===== src/rtl/systolic_sequencer.sv =====
// systolic_sequencer: loads A and B operands over a valid/ready stream, then
// clears, feeds (with diagonal skew) and drains a systolic_array before
// streaming its results row-major to a valid/yumi consumer.
// Optional build macro SEQ_PACE_EN: paces output offers to one per dwell_p cycles.
module systolic_sequencer #(
    parameter int width_p        = 8,
    parameter int array_width_p  = 2,
    parameter int array_height_p = 2,
    parameter int depth_p        = 2,
    parameter int pipe_p         = 1,
    parameter int dwell_p        = 60000000
) (
    input  logic                                     clk_i,
    input  logic                                     reset_i,
    input  logic                                     abort_i,
    input  logic                                     valid_i,
    input  logic [width_p-1:0]                       data_i,
    output logic                                     ready_o,
    output logic                                     sa_clear_o,
    output logic                                     sa_en_o,
    output logic [array_height_p*width_p-1:0]        row_data_o,
    output logic [array_width_p*width_p-1:0]         col_data_o,
    output logic [$clog2(array_height_p*array_width_p)-1:0] result_sel_o,
    input  logic [width_p-1:0]                       result_i,
    output logic                                     valid_o,
    output logic [width_p-1:0]                       data_o,
    input  logic                                     yumi_i,
    output logic                                     done_o
);

    localparam int H         = array_height_p;
    localparam int W         = array_width_p;
    localparam int K         = depth_p;
    localparam int A_WORDS   = H * K;
    localparam int N_WORDS   = H * K + K * W;
    localparam int MAX_HW    = (H > W) ? H : W;
    localparam int FEED_CYC  = K + MAX_HW - 1;
    localparam int DRAIN_CYC = H + W - 2 + pipe_p;
    localparam int RES       = H * W;
    localparam int T_MAX     = (FEED_CYC > DRAIN_CYC) ? FEED_CYC : DRAIN_CYC;
    localparam int CNT_W     = $clog2(N_WORDS);
    localparam int T_W       = (T_MAX > 1) ? $clog2(T_MAX) : 1;
    localparam int SEL_W     = $clog2(RES);

    typedef enum logic [2:0] {
        S_LOAD,
        S_CLEAR,
        S_FEED,
        S_DRAIN,
        S_OUT
    } state_t;

    state_t                    r_state;
    state_t                    w_state_n;
    logic [CNT_W-1:0]          r_cnt;
    logic [CNT_W-1:0]          w_cnt_n;
    logic [T_W-1:0]            r_t;
    logic [T_W-1:0]            w_t_n;
    logic [SEL_W-1:0]          r_sel;
    logic [SEL_W-1:0]          w_sel_n;
    logic [width_p-1:0]        r_buf [N_WORDS];
    logic                      r_clear;
    logic                      r_en;
    logic                      r_done;
    logic [H*width_p-1:0]      r_row;
    logic [H*width_p-1:0]      w_row_n;
    logic [W*width_p-1:0]      r_col;
    logic [W*width_p-1:0]      w_col_n;
    logic                      w_offer;
    logic                      w_accept;
    logic                      w_take;
    logic                      w_last_take;

`ifdef SEQ_PACE_EN
    localparam int DW_W = (dwell_p > 1) ? $clog2(dwell_p) : 1;
    logic [DW_W-1:0] r_dwell;

    // Dwell counter: runs only in OUT, restarts after every taken word.
    always_ff @(posedge clk_i or posedge reset_i) begin
        if (reset_i) begin
            r_dwell <= '0;
        end else if (r_state != S_OUT || abort_i || w_take) begin
            r_dwell <= '0;
        end else if (r_dwell != DW_W'(dwell_p - 1)) begin
            r_dwell <= r_dwell + 1'b1;
        end
    end

    assign w_offer = (r_state == S_OUT) && (r_dwell == DW_W'(dwell_p - 1));
`else
    assign w_offer = (r_state == S_OUT);
`endif

    assign ready_o     = (r_state == S_LOAD);
    assign valid_o     = w_offer;
    assign data_o      = result_i;
    assign w_accept    = valid_i & ready_o;
    assign w_take      = yumi_i & w_offer;
    assign w_last_take = w_take && (r_sel == SEL_W'(RES - 1));

    assign sa_clear_o   = r_clear;
    assign sa_en_o      = r_en;
    assign row_data_o   = r_row;
    assign col_data_o   = r_col;
    assign result_sel_o = r_sel;
    assign done_o       = r_done;

    // Next-state and counter updates; abort overrides every transition.
    always_comb begin
        w_state_n = r_state;
        w_cnt_n   = r_cnt;
        w_t_n     = r_t;
        w_sel_n   = r_sel;
        case (r_state)
            S_LOAD: begin
                if (w_accept) begin
                    if (r_cnt == CNT_W'(N_WORDS - 1)) begin
                        w_state_n = S_CLEAR;
                        w_cnt_n   = '0;
                    end else begin
                        w_cnt_n = r_cnt + 1'b1;
                    end
                end
            end
            S_CLEAR: begin
                w_state_n = S_FEED;
                w_t_n     = '0;
            end
            S_FEED: begin
                if (r_t == T_W'(FEED_CYC - 1)) begin
                    w_t_n     = '0;
                    w_state_n = (DRAIN_CYC == 0) ? S_OUT : S_DRAIN;
                end else begin
                    w_t_n = r_t + 1'b1;
                end
            end
            S_DRAIN: begin
                if (r_t == T_W'(DRAIN_CYC - 1)) begin
                    w_t_n     = '0;
                    w_state_n = S_OUT;
                end else begin
                    w_t_n = r_t + 1'b1;
                end
            end
            S_OUT: begin
                if (w_last_take) begin
                    w_sel_n   = '0;
                    w_state_n = S_LOAD;
                end else if (w_take) begin
                    w_sel_n = r_sel + 1'b1;
                end
            end
            default: w_state_n = S_LOAD;
        endcase
        if (abort_i) begin
            w_state_n = S_LOAD;
            w_cnt_n   = '0;
            w_t_n     = '0;
            w_sel_n   = '0;
        end
    end

    // Skewed operand selection for the upcoming cycle: row i carries A[i][t-i],
    // column j carries B[t-j][j], zero outside the valid diagonal band.
    always_comb begin
        w_row_n = '0;
        w_col_n = '0;
        if (w_state_n == S_FEED) begin
            for (int unsigned i = 0; i < H; i++) begin
                for (int unsigned k = 0; k < K; k++) begin
                    if (w_t_n == T_W'(i + k)) begin
                        w_row_n[i*width_p +: width_p] = r_buf[i*K + k];
                    end
                end
            end
            for (int unsigned j = 0; j < W; j++) begin
                for (int unsigned k = 0; k < K; k++) begin
                    if (w_t_n == T_W'(j + k)) begin
                        w_col_n[j*width_p +: width_p] = r_buf[A_WORDS + k*W + j];
                    end
                end
            end
        end
    end

    // State, counters and registered array controls (decoded from next state).
    always_ff @(posedge clk_i or posedge reset_i) begin
        if (reset_i) begin
            r_state <= S_LOAD;
            r_cnt   <= '0;
            r_t     <= '0;
            r_sel   <= '0;
            r_clear <= 1'b0;
            r_en    <= 1'b0;
            r_row   <= '0;
            r_col   <= '0;
            r_done  <= 1'b0;
        end else begin
            r_state <= w_state_n;
            r_cnt   <= w_cnt_n;
            r_t     <= w_t_n;
            r_sel   <= w_sel_n;
            r_clear <= (w_state_n == S_CLEAR);
            r_en    <= (w_state_n == S_FEED) || (w_state_n == S_DRAIN);
            r_row   <= w_row_n;
            r_col   <= w_col_n;
            r_done  <= (r_state == S_OUT) && w_last_take && !abort_i;
        end
    end

    // Operand buffer write; contents need no reset.
    always_ff @(posedge clk_i) begin
        if (w_accept) begin
            r_buf[r_cnt] <= data_i;
        end
    end

endmodule

===== config.mk =====
export PLATFORM = sky130hd
export DESIGN_NAME = systolic_sequencer
export DESIGN_NICKNAME = d
export VERILOG_FILES = /design/src/rtl/systolic_sequencer.sv
export SDC_FILE = /design/constraint.sdc
export NUM_CORES = 1
export LEC_CHECK = 0
export ABC_CLOCK_PERIOD_IN_PS = 6010
export BUFFER_PORTS_ARGS = -buffer_cell sky130_fd_sc_hd__buf_2
export CORE_MARGIN = 2
export CORE_UTILIZATION = 58
export CTS_CLUSTER_SIZE = 40
export DETAILED_ROUTE_END_ITERATION = 7
export HOLD_SLACK_MARGIN = 0.05
export PLACE_DENSITY_LB_ADDON = 0.15
export SYNTH_ARGS = -nofsm -noshare
export SYNTH_HDL_FRONTEND = slang
export SYNTH_SLANG_ARGS = --single-unit

===== constraint.sdc =====
create_clock -name clk_i -period 6.01 [get_ports clk_i]
set_input_delay 0.3005 -clock clk_i [delete_from_list [all_inputs] [get_ports clk_i]]
set_output_delay 0.3005 -clock clk_i [all_outputs]
set_load 0.02 [all_outputs]

==> results.txt <==
----------------------------------------------------
[Synth]
  Netlist cell types ... 31
  Share of async-settable or async-resettable flops after synthesis ... 41.3%
  Mapped Cells ... 221
  Number of synthesized flops with an enable pin ... 64
  Post-Synthesis Cell Area ... 0.00389 mm^2
  Leading area contributor after synthesis ... edfxtp_1
  Top cell type's share of synthesized area ... 49.5%
  Number of warnings printed during yosys synthesis ... 0
  Net count of the mapped netlist ... 245
  Most used flip-flop cell after synthesis ... edfxtp_1
  Leading post-synthesis cells by instance count ... edfxtp_1 (64), dfrtp_1 (45), a22o_1 (32)
  Synth top area cells ... edfxtp_1 (49%), dfrtp_1 (29%), a22o_1 (7.2%), buf_4 (1.5%), nor2_1 (1.4%)
  Most frequently used cell type in the post-synthesis netlist ... edfxtp_1
  Part of the Yosys area used for sequential elements ... 78.4%
  Mean instance size in the synthesized netlist ... 17.6 um^2
  Seq cells post-synth ... 109

[Clock tree]
  CTS tree ... done
  Maximum clock insertion buffer count ... 2
  Number of buffers inserted by hold repair at cts ... 0
  Clk_lat worst skew ... 350 ps
  Clock-pin slew of the registers on the worst-case setup and hold paths ... 90 ps
  CTS H-tree depth ... 3
  Number of buffers inserted during clock tree synthesis ... 9
  Clock root buffer ... clkbuf_8
  CTS sink cnt ... 109
  Post-cts gate resize count ... 0
  Buffers inserted during post-CTS setup optimization ... 0

[Layout]
  Fraction of final layout cells sized beyond drive strength 1 ... 27.1%
  # nets final ... 292
  Relative area change from synthesis to final layout ... 11.1%
  Final std cells w/o fill ... 350
  Number of diodes ... 0

[GRT]
  Global-route wire length before repair ... 10,200 um
  Fraction of met1 tracks used by global routing ... 26.4%
  Global routing usage on met3 ... 3.85%
  Met2 routing resource usage after global routing ... 28.9%
  Antenna violations before repair ... 0
  Total global routing track utilization ... 18.9%
  Vias in the first global route ... 1,962
  Global route total overflow ... 0
  Largest net degree at the start of global routing ... 46
  Most utilized layer in the global route result ... met2

[Timing]
  Skew final ... 6.57 ps
  Number of setup violations in the final report ... 0
  Max-slew violation count ... 0
  Worst slew margin relative to its limit ... 31.6%
  Worst Tran Pin Value ... 1020 ps
  Min Tclk post-route ... 2630 ps
  Setup repair after global routing missed its margin ... no
  Timing-limited maximum frequency ... 0.380 GHz
  Count of final hold-check violations ... 0
  Period utilization ... 43.8%
  Final TNS setup ... 0 ps

[Status]
  Violations in the final reports ... DRC
  Outcome ... complete, but fails checks

[Power and ir drop]
  Maximum ir drop on the vdd rail ... 0.149 mV
  Power Dens Cells ... 293 mW/mm^2
  Standby leakage power ... 1.82 nW
  Power consumption ... 0.00126 W

[Placed design]
  # placed instances ... 334
  Port Buf Inserts ... 51
  Sum of net half-perimeters after detailed placement ... 4100 um
  Routability cong. ... 0.748

[Routing]
  First-pass detailed-route iteration total ... 7
  Via total after detailed routing ... 1,965
  Antenna-violating nets left ... 0
  Iteration-0 DRC count of the detailed router ... 148
  Routed wirelength normalized by instance count ... 17.9 um
  Mean number of vias per cell ... 5.61
  Drc violations ... 5
  Overall routed net length ... 6260 um

[Die]
  Starting Density ... 60.5%
  Total number of placement rows ... 29
  Die Area ... 0.00737 mm^2
  Horiz. Die Dim ... 85.9 um
  Height of the die ... 85.9 um
  CORE AREA ... 0.00642 mm^2
  Number of ports placed on the die boundary ... 68

[Run]
  Max cap viols ... 0

[Worst setup path]
  Worst Setup Start Kind ... flip-flop
  CP Class ... flip-flop to flip-flop
  CP Data Arrival Time ... 2610 ps
  Cell breakdown of the critical path ... nor4b_2, nand2_1, nor3_1
  CP max stage cell ... nor3_1
  Max stage delay on crit path ... 820 ps
  Required time at the endpoint of the critical path ... 5990 ps
  Critical path endpoint category ... flip-flop
  CP max FO ... 14

[Hold path]
  Class of the worst hold path ... primary input to async pin

----------------------------------------------------
-- cells by family (layout without fill, tap and decap cells) --
group | count (synthesis) | in the layout | synth area share [%]
flops | 109 | 109 | 78.4
compound gates | 43 | 43 | 8.98
xor+xnor | 1 | 1 | 0.225
mux | 3 | 3 | 0.773
buf+inv | 18 | 70 | 3.32
simple gates | 44 | 44 | 7.31
fa+ha+maj | 3 | 3 | 0.966
-- critical path, delay by kind of cell, from the launching register on --
family,cells,cell delay (ps)
simple gates,3,1720
flops,1,530
-- where the power goes --
part	internal (W)	switching, W	leakage, nW	total, W
Sequential	0.000805	0.00000432	1.21	0.000809
Clock	0.000204	0.000221	0.100	0.000425
Combinational	0.00000679	0.0000233	0.507	0.0000301
-- final timing paths --
check / start / to / slack [ps] / cells past startpoint
worst max-delay path: r_state[1] / r_buf[1][2] / 3380 / 3
worst min-delay path: reset_i / row_data_o[12] / 140 / 2
worst max register to register: r_state[1] / r_buf[1][2] / 3380 / 3
worst min register to register: r_buf[2][1] / row_data_o[9] / 470 / 1
max in group asynchronous: reset_i / result_sel_o[1] / 5310 / 2
min in group clk_i: yumi_i / done_o / 230 / 3
-- cell type report --
cell class | instances | area (um^2)
multi-input cells | 94 | 709
repair buffers | 52 | 263
clock buffers | 12 | 145
fillers | 443 | 2100
clock inverters | 4 | 48.8
well taps | 77 | 96.3
flip-flops and latches | 109 | 3050
inverters | 2 | 7.51
-- flip-flops by register name, indices dropped and copies added, names as in the netlist, 2 cells and up --
name / flops
col_data_o: 16
r_buf: 64
r_cnt: 3
r_state: 3
r_t: 2
result_sel_o: 2
row_data_o: 16
-- cells in the final DEF (no fill, tap or decap), types with 4 or more instances in the layout --
| cell type | netlist | routed |
|---|---|---|
| nand2_1 | 5 | 5 |
| edfxtp_1 | 64 | 64 |
| dfrtp_1 | 45 | 45 |
| nor2_1 | 14 | 14 |
| a21oi_1 | 4 | 4 |
| nand3b_1 | 4 | 4 |
| a22o_1 | 32 | 32 |
| buf_2 | 1 | 51 |
| nand2b_1 | 6 | 6 |
| clkbuf_8 | 0 | 10 |
-- metrics by stage --
stage	instance area (um^2)	utilization (%)	hold WS, ps	setup slack, ps
after floorplan	3890	-	399	3860
after global placement	4120	64.2	456	3450
after detailed placement	4120	64.2	452	3370
after CTS	4320	67.2	173	3370
after global routing	4320	67.2	217	3140
final	4320	67.2	137	3380
-- metal layers --
layer	routed length [um]	up-vias
met3	353	10
met2	2930	83
li1	-	919
met4	72	0
met5	0	-
met1	2900	953
(Power assumes the default switching activity.)
